## src/rtl/sram_arb_pkg.sv

```systemverilog
// Shared definitions for the SRAM port arbiter.
//   state_t  : arbiter operating state (zero-fill or normal service)
//   DEF_N    : default data width
//   DEF_M    : default address width
//   rr_pick  : round-robin pick over up to 8 requesters, returns a one-hot grant
package sram_arb_pkg;

  typedef enum logic {
    ST_INIT = 1'b0,
    ST_RUN  = 1'b1
  } state_t;

  localparam int DEF_N = 64;
  localparam int DEF_M = 12;

  // First valid requester found searching upward from ptr, wrapping at nreq.
  // ptr is always below nreq, so one conditional subtract replaces a modulo.
  function automatic logic [7:0] rr_pick(input logic [7:0] valid,
                                         input logic [2:0] ptr,
                                         input logic [3:0] nreq);
    logic [7:0] pick;
    logic [3:0] idx;
    logic       found;
    pick  = '0;
    found = 1'b0;
    for (int k = 0; k < 8; k++) begin
      idx = {1'b0, ptr} + 4'(k);
      if (idx >= nreq) idx = idx - nreq;
      if (!found && (4'(k) < nreq) && valid[idx[2:0]]) begin
        pick[idx[2:0]] = 1'b1;
        found          = 1'b1;
      end
    end
    return pick;
  endfunction

endpackage

```

## src/rtl/sram_port_arb_rr_grant.sv

```systemverilog
// Round-robin priority selector: combinational one-hot grant plus the
// registered rotation pointer.
//   clk, rst_n : clock, async active-low reset
//   en         : grant permitted this cycle
//   valid      : per-requester request
//   grant      : one-hot grant (all zero when nothing valid or en low)
module rr_grant
  import sram_arb_pkg::*;
#(
  parameter int NREQ = 4
) (
  input  logic            clk,
  input  logic            rst_n,
  input  logic            en,
  input  logic [NREQ-1:0] valid,
  output logic [NREQ-1:0] grant
);

  logic [2:0] ptr;
  logic [2:0] pick_idx;
  logic [7:0] valid8;
  logic [7:0] pick8;
  logic       hit;

  always_comb begin
    valid8            = '0;
    valid8[NREQ-1:0]  = valid;
    pick8             = en ? rr_pick(valid8, ptr, 4'(NREQ)) : 8'h00;
    pick_idx          = '0;
    hit               = 1'b0;
    for (int k = 0; k < 8; k++) begin
      if (pick8[k]) begin
        pick_idx = 3'(k);
        hit      = 1'b1;
      end
    end
    grant = pick8[NREQ-1:0];
  end

  // Every grant is a handshake, so the pointer moves past the winner.
  always_ff @(posedge clk or negedge rst_n) begin
    if (!rst_n)   ptr <= '0;
    else if (hit) ptr <= (pick_idx == 3'(NREQ-1)) ? 3'd0 : pick_idx + 3'd1;
  end

endmodule

```

## src/rtl/sram_port_arb.sv

```systemverilog
// Round-robin arbiter sharing one SRAM port among NREQ requesters.
// Optional boot zero-fill enabled by macro SRAM_ARB_INIT_EN.
//   req_valid/we/addr/wdata : flattened per-requester commands
//   req_ready               : one-hot combinational grant
//   rsp_valid/rsp_rdata     : one-hot read return, 2 cycles after handshake
//   init_done               : arbiter is serving requests
//   sram_en/we/addr/din     : registered SRAM port command
//   sram_dout               : SRAM read data (one cycle after read enable)
module sram_port_arb
  import sram_arb_pkg::*;
#(
  parameter int NREQ = 4,
  parameter int N    = DEF_N,
  parameter int M    = DEF_M
) (
  input  logic              clk,
  input  logic              rst_n,
  input  logic [NREQ-1:0]   req_valid,
  input  logic [NREQ-1:0]   req_we,
  input  logic [NREQ*M-1:0] req_addr,
  input  logic [NREQ*N-1:0] req_wdata,
  output logic [NREQ-1:0]   req_ready,
  output logic [NREQ-1:0]   rsp_valid,
  output logic [N-1:0]      rsp_rdata,
  output logic              init_done,
  output logic              sram_en,
  output logic              sram_we,
  output logic [M-1:0]      sram_addr,
  output logic [N-1:0]      sram_din,
  input  logic [N-1:0]      sram_dout
);

  logic            run;
  logic            init_fill;
  logic [M-1:0]    fill_cnt;
  logic [NREQ-1:0] grant;
  logic [NREQ-1:0] rd_tag;
  logic            hs;
  logic            sel_we;
  logic [M-1:0]    sel_addr;
  logic [N-1:0]    sel_wdata;

`ifdef SRAM_ARB_INIT_EN
  state_t state_q, state_d;
  logic   init_done_q;

  always_ff @(posedge clk or negedge rst_n) begin
    if (!rst_n) begin
      state_q     <= ST_INIT;
      fill_cnt    <= '0;
      init_done_q <= 1'b0;
    end else begin
      state_q     <= state_d;
      init_done_q <= (state_q == ST_RUN);
      if (state_q == ST_INIT) fill_cnt <= fill_cnt + 1'b1;
    end
  end

  always_comb begin
    state_d = state_q;
    case (state_q)
      ST_INIT: if (&fill_cnt) state_d = ST_RUN;
      default: state_d = state_q;
    endcase
  end

  assign run       = (state_q == ST_RUN);
  assign init_fill = (state_q == ST_INIT);
  assign init_done = init_done_q;
`else
  assign run       = 1'b1;
  assign init_fill = 1'b0;
  assign fill_cnt  = '0;
  assign init_done = 1'b1;
`endif

  // rst_n gates the grant so req_ready reads zero while reset is held.
  rr_grant #(.NREQ(NREQ)) u_rr_grant (
    .clk   (clk),
    .rst_n (rst_n),
    .en    (run & rst_n),
    .valid (req_valid),
    .grant (grant)
  );

  assign req_ready = grant;
  assign hs        = |grant;
  assign rsp_rdata = sram_dout;

  always_comb begin
    sel_we    = 1'b0;
    sel_addr  = '0;
    sel_wdata = '0;
    for (int i = 0; i < NREQ; i++) begin
      if (grant[i]) begin
        sel_we    = req_we[i];
        sel_addr  = req_addr[i*M +: M];
        sel_wdata = req_wdata[i*N +: N];
      end
    end
  end

  // rd_tag marks the requester whose read is on the port this cycle;
  // rsp_valid follows one cycle later, aligned with sram_dout.
  always_ff @(posedge clk or negedge rst_n) begin
    if (!rst_n) begin
      sram_en   <= 1'b0;
      sram_we   <= 1'b0;
      sram_addr <= '0;
      sram_din  <= '0;
      rd_tag    <= '0;
      rsp_valid <= '0;
    end else begin
      rsp_valid <= rd_tag;
      rd_tag    <= '0;
      if (init_fill) begin
        sram_en   <= 1'b1;
        sram_we   <= 1'b1;
        sram_addr <= fill_cnt;
        sram_din  <= '0;
      end else if (hs) begin
        sram_en   <= 1'b1;
        sram_we   <= sel_we;
        sram_addr <= sel_addr;
        sram_din  <= sel_wdata;
        if (!sel_we) rd_tag <= grant;
      end else begin
        sram_en <= 1'b0;
        sram_we <= 1'b0;
      end
    end
  end

endmodule

```

## config.mk

```make
export PLATFORM = sky130hd
export DESIGN_NAME = sram_port_arb
export DESIGN_NICKNAME = d
export VERILOG_FILES = /design/src/rtl/sram_arb_pkg.sv /design/src/rtl/sram_port_arb_rr_grant.sv /design/src/rtl/sram_port_arb.sv
export SDC_FILE = /design/constraint.sdc
export NUM_CORES = 1
export LEC_CHECK = 0
export BUFFER_PORTS_ARGS = -buffer_cell sky130_fd_sc_hd__buf_4
export CAP_MARGIN = 20
export CORE_AREA = 4 4 204 206
export CTS_CLUSTER_DIAMETER = 30
export DETAILED_ROUTE_END_ITERATION = 8
export DIE_AREA = 0 0 208 210
export MAX_ROUTING_LAYER = met4
export PLACE_DENSITY = 0.49
export SLEW_MARGIN = 10
export SYNTH_ARGS = -nofsm -noshare
export SYNTH_HDL_FRONTEND = slang
export SYNTH_SLANG_ARGS = --single-unit
export TNS_END_PERCENT = 100
```

## constraint.sdc

```tcl
create_clock -name clk -period 7.1 [get_ports clk]
set_input_delay 0.71 -clock clk [delete_from_list [all_inputs] [get_ports clk]]
set_output_delay 0.71 -clock clk [all_outputs]
set_load 0.01 [all_outputs]
```

# Word level (Yosys, flattened, before mapping)
# Cells that the tools add are included.
dict set report word_totals {
  ff_bits 89
  output_inout_bits 151
  elab_cells 102
  input_bits 378
}
dict set report classes {
  magnitude_cmp 12
  mux 60
  reduce_logical 11
  bitwise_logic 3
  add_sub_neg 8
  n_eq_ne 1
}
# operator count
set ops {}
lappend ops {{2-to-1 mux 64 bit} 4}
lappend ops {{2-to-1 mux 12 bit} 4}
lappend ops {{2-to-1 mux 8 bit} 5}
lappend ops {{2-to-1 mux 3 bit} 9}
lappend ops {{2-to-1 mux 1 bit} 26}
lappend ops {{OR 8 bit} 3}
lappend ops {{less-than comparator 3 x 4 -> 1 bit (second input constant)} 4}
lappend ops {{binary-select mux 1 bit (select 3 bit)} 4}
lappend ops {{demux 1 bit (select 3 bit)} 4}
lappend ops {{>= comparator 3 x 1 -> 1 bit (second input constant)} 4}
lappend ops {{>= comparator 4 x 3 -> 1 bit (second input constant)} 3}
lappend ops {{subtractor 3 bit (second input constant)} 4}
lappend ops {{adder 3 x 2 -> 4 bit (second input constant)} 2}
lappend ops {{2-to-1 mux 4 bit} 2}
lappend ops {{logical AND 1 bit} 7}
lappend ops {{adder 3 x 1 -> 4 bit (second input constant)} 1}
lappend ops {{2-to-1 mux 2 bit} 2}
lappend ops {{OR reduction 4 bit} 1}
lappend ops {{adder 3 x 1 -> 3 bit (second input constant)} 1}
lappend ops {{equality test 3 x 2 -> 1 bit (second input constant)} 1}
lappend ops {{>= comparator 3 bit (second input constant)} 1}
lappend ops {{logical NOT 1 bit} 3}

# Logic depth before layout (Yosys ltp)
dict set report logic_depth {
  word_depth 24
  ltp_mapped 15
}

# Modules after synthesis
# Synthesis repeated with hierarchy kept, for this count alone.
dict set report unflattened {
  hier_cells 756
  hier_area_um2 6631.4
}
# mod n_inst area_per_inst_um2 cells_each
set by_module_without_submodules {}
lappend by_module_without_submodules {sram_port_arb 1 5975.7 680}
lappend by_module_without_submodules {rr_grant 1 655.6 76}

# Least setup slack after synthesis
# OpenSTA, ideal clock, no wires.
dict set report synth_timing {
  kind {register to register}
  start {register u_rr_grant.ptr[1]}
  end {register u_rr_grant.ptr[1]}
  arrival_ns 3.613
  setup_time_ns 0.125
  slack_ns 3.362
  path_stages_with_launch 15
  t_required_ns 6.975
  path_cell_list {dfrtp_1 clkbuf_1 inv_1 ha_1 mux4_2 and2_4 a22oi_1 o211ai_2 and2_1 buf_2 buf_4 buf_2 nand2b_1 ha_1 mux2_4}
}
# item line
set synth_lines {}
lappend synth_lines {{start: declaration} sram_port_arb_rr_grant.sv:19} ;# logic [2:0] ptr;
lappend synth_lines {{start signal: assignment} sram_port_arb_rr_grant.sv:43} ;# else if (hit) ptr <= (pick_idx == 3'(NREQ-1)) ? 3'd0 : pick_idx + 3'd1;
lappend synth_lines {{branches (longest 13 deep; another with adder 3 x 1 -> 4 bit)} --}
lappend synth_lines {{2-to-1 mux 8 bit (*)} sram_arb_pkg.sv:29} ;# if (!found && (4'(k) < nreq) && valid[idx[2:0]]) begin
lappend synth_lines {{2-to-1 mux 8 bit (*)} sram_port_arb_rr_grant.sv:28} ;# pick8 = en ? rr_pick(valid8, ptr, 4'(NREQ)) : 8'h00;
lappend synth_lines {{net req_ready[2]} sram_port_arb.sv:22} ;# output logic [NREQ-1:0] req_ready,
lappend synth_lines {{2-to-1 mux 2 bit (2 in series)} sram_port_arb_rr_grant.sv:32} ;# if (pick8[k]) begin
lappend synth_lines {{2-to-1 mux 3 bit (4 in series)} sram_port_arb_rr_grant.sv:32}
lappend synth_lines {{adder 3 x 1 -> 3 bit or equality test 3 x 2 -> 1 bit (tied branches)} sram_port_arb_rr_grant.sv:43}
lappend synth_lines {{2-to-1 mux 3 bit} sram_port_arb_rr_grant.sv:43}
# Mark *: on every way through the listed nets, which the timed path passes. The select of a mux whose other input is x is not followed.
# A chain may end at the register's enable or synchronous reset.

# Worst setup path after layout
dict set report layout_timing {
  start {register u_rr_grant.ptr[0]}
  end {output port req_ready[1]}
}
dict set report layout_via {
  elab_chain_len 15
}
# item line
set layout_lines {}
lappend layout_lines {{branches (longest 13 deep; another with adder 3 x 1 -> 4 bit)} --}
lappend layout_lines {{2-to-1 mux 8 bit (*)} sram_arb_pkg.sv:29}
lappend layout_lines {{2-to-1 mux 8 bit (*)} sram_port_arb_rr_grant.sv:28}
lappend layout_lines {{end: declaration} sram_port_arb.sv:22}
# Every way passes the cells marked *. The select of a mux whose other input is x is not followed.

==> flow_metrics.py <==
metrics = {
    "run_status": {
        "status": "complete, no violations",
    },
    "critical_path": {
        "path_cells": "inv_1, ha_1, mux4_2, and2_4, o31ai_2, a21bo_4, inv_1, buf_4",
        "cpMostUsedCell": "inv_1",
        "arrival_ns": 3.91,
        "slowest_stage": "dfrtp_1",
        "critPathMaxStageDelay_ns": 0.78,
        "end_kind": "output port",
        "worst-path-max-fanout": 37,
        "start_kind": "register",
        "required_ns": 6.39,
        "critPathKind": "reg -> out",
    },
    "cts": {
        "clockBufferDepth": 2,
        "cts_tree": "done",
        "cts_hold_buf": 0,
        "clkLatencyLatePin_ns": 0.37,
        "ctsRootBufferMaster": "clkbuf_16",
        "cts_buffers": 9,
        "h-tree-depth": 3,
        "cts.repair.resized": 0,
        "clk_pin_slew_ns": 0.07,
        "cts_setup_buffers": 0,
        "cts.sinks": 89,
    },
    "timing": {
        "skew_ns": 0.0127,
        "worstMarginPinSlew_ns": 1.12,
        "fmax_mhz": 216,
        "setup_viol": 0,
        "relSlewSlack_pct": 25.1,
        "hold_viol_final": 0,
        "slew_violations": 0,
        "rsz0062_at_grt": "false",
        "period_minus_slack_ns": 4.62,
        "finalSetupTns_ns": 0,
        "post-route-period-util_pct": 65.1,
        "hold_slack_ns": 0.349,
    },
    "route": {
        "detail-route-antenna-nets": 0,
        "vias": 6872,
        "drt-initial-drc-count": 298,
        "drc": 0,
        "routed_wl_um": 28600,
        "drtPass1Iterations": 4,
        "viasPerCell": 4.34,
        "wire_per_inst_um": 18.1,
    },
    "grt": {
        "antenna_found_initial": 0,
        "grt_max_degree": 77,
        "grt_pass1_wl_um": 42500,
        "grt_usage_pct": 12.8,
        "grt.overflow.total": 0,
        "grt_pass1_vias": 7140,
    },
    "die": {
        "io_pins": 529,
        "coreArea_um2": 39600,
        "initial_utilization_pct": 16.9,
        "die_w_um": 208,
        "fp.dieH_um": 210,
        "dieArea_um2": 43700,
        "row_count": 73,
    },
    "synthesis": {
        "synth.top_cell.area_share_pct": 33.2,
        "synth_area_leaders": "dfrtp_1 (33%), mux2i_1 (12%), o32ai_1 (9.9%)",
        "synth.ff_latch_count": 89,
        "synth_top_family_by_area": "compound AO/OA/AOI/OAI gates",
        "synthXorXnorAreaFrac_pct": 0,
        "synth_seq_area_share_pct": 33.2,
        "synth_nets": 1149,
        "synthAdderAreaFrac_pct": 1.68,
        "syn_inst": 762,
        "synth_top_area_cell": "dfrtp_1",
        "avgSynthCellArea_um2": 8.79,
        "yosysWarnings": 0,
        "ys_async_sr_fraction_pct": 100,
        "synth_flop_cell": "dfrtp_1",
        "synth_edf_count": 0,
        "syn_area_um2": 6700,
        "synthMuxAreaShare_pct": 12.9,
        "synth-compound-area-share_pct": 27.7,
        "synth.distinct_cells": 48,
        "yosysMostFrequentCell": "inv_1",
        "yosys-top-cells-count": "inv_1 (161), dfrtp_1 (89), a22oi_1 (78), mux2i_1 (78), o32ai_1 (76)",
        "synth-simple-area-share_pct": 3.17,
    },
    "final_layout": {
        "instances_no_fill": 1584,
        "areaGrowthSynthToFinish_pct": 48.7,
        "diodes": 0,
        "n_fill_cell": 4381,
        "nets": 1441,
        "final_cell_area_um2": 9970,
        "drive_gt1_share_pct": 41.5,
    },
    "placement": {
        "place_congestion": 0.943,
        "hpwl_um": 21400,
        "numPortBuffers": 399,
        "placement.cell_area_um2": 9620,
        "dp_cells": 1567,
    },
    "min_path": {
        "hp-class": "reg -> reg",
    },
    "pwr": {
        "powerDensity_nw_per_um2": 396,
        "ir_worst_vdd_mv": 0.290,
        "leakagePower_uw": 0.00487,
        "power.total_uw": 3950,
    },
    "job": {
        "maxCapViolCount": 0,
    },
}
cells by family after synthesis:
family / after synthesis
AND/OR/NAND/NOR: 39
other: 1
multiplexers: 83
buffers and inverters: 288
adder cells (fa/ha/maj): 9
AO/OA/AOI/OAI: 253
flip-flops: 89
area by class of cell:
class / instances / area, um2 / share of cell area, %
Clock buffer: 10 / 239 / 2.40
Clock inverter: 6 / 90.1 / 0.904
Inverter: 162 / 611 / 6.13
Multi-Input combinational cell: 385 / 3070 / 30.8
Sequential cell: 89 / 2230 / 22.3
Tap cell: 525 / 657 / 6.59
Timing Repair Buffer: 407 / 3070 / 30.8
worst max-delay path: cells and delay by family, from the launching register on:
kind | cells | cell delay [ns]
AO/OA/AOI/OAI | 2 | 1.01
buffers and inverters | 3 | 0.47
AND/OR/NAND/NOR | 1 | 0.19
adder cells (fa/ha/maj) | 1 | 0.48
multiplexers | 1 | 0.57
flip-flops | 1 | 0.78
power by group:
group	internal, uW	leakage [uW]	switching [uW]
Combinational	1040	0.00362	1410
Clock	320	0.000159	234
Sequential	773	0.00110	176
worst paths after layout:
kind,start,end,slack (ns),depth (start not counted)
min in group asynchronous,rst_n,u_rr_grant.ptr[1],0.37,1
min reg2reg,rd_tag[3],rsp_valid[3],0.35,0
max reg2reg,u_rr_grant.ptr[0],sram_addr[5],2.49,10
min,rd_tag[3],rsp_valid[3],0.35,0
max in group asynchronous,rst_n,rd_tag[0],5.54,2
max,u_rr_grant.ptr[0],req_ready[1],2.48,8
per-stage QoR:
stage	setup WS [ns]	util (%)
floorplan	3.36	-
global placement	2.25	24.3
detailed placement	2.19	24.3
CTS	2.22	25.1
global route	2.10	25.1
finish	2.48	25.1
registers in the layout, summed over array words and instances (netlist names):
name and count:
rd_tag 4, sram_en 1, sram_we 1, u_rr_grant.ptr 3
rsp_valid 4, sram_din 64, sram_addr 12
layout by cell type (no fill, tap or decap), types with 2 or more instances in the layout:
cell / instances
a221oi_1: 2
a22oi_1: 78
and2_1: 2
and2_4: 2
and3_1: 2
and4_1: 3
buf_4: 406
bufinv_16: 2
clkbuf_16: 9
dfrtp_1: 89
ha_1: 9
inv_1: 161
mux2i_1: 78
mux4_2: 2
nand2_1: 8
nor2_1: 9
nor2b_1: 2
nor3_1: 2
o2111a_1: 2
o211ai_1: 4
o21ai_0: 75
o21ai_1: 3
o31ai_1: 3
o31ai_2: 2
o32ai_1: 76
layer usage:
layer  wire (um)  part of all wire [%]  global-route usage (%)
met4         905                   3.2                    4.78
met5           0                     0                       -
met3        1800                   6.3                    3.21
met1       11300                    39                    14.7
met2       14700                    51                    21.8
Note: power is estimated with default switching activity, not from simulation.
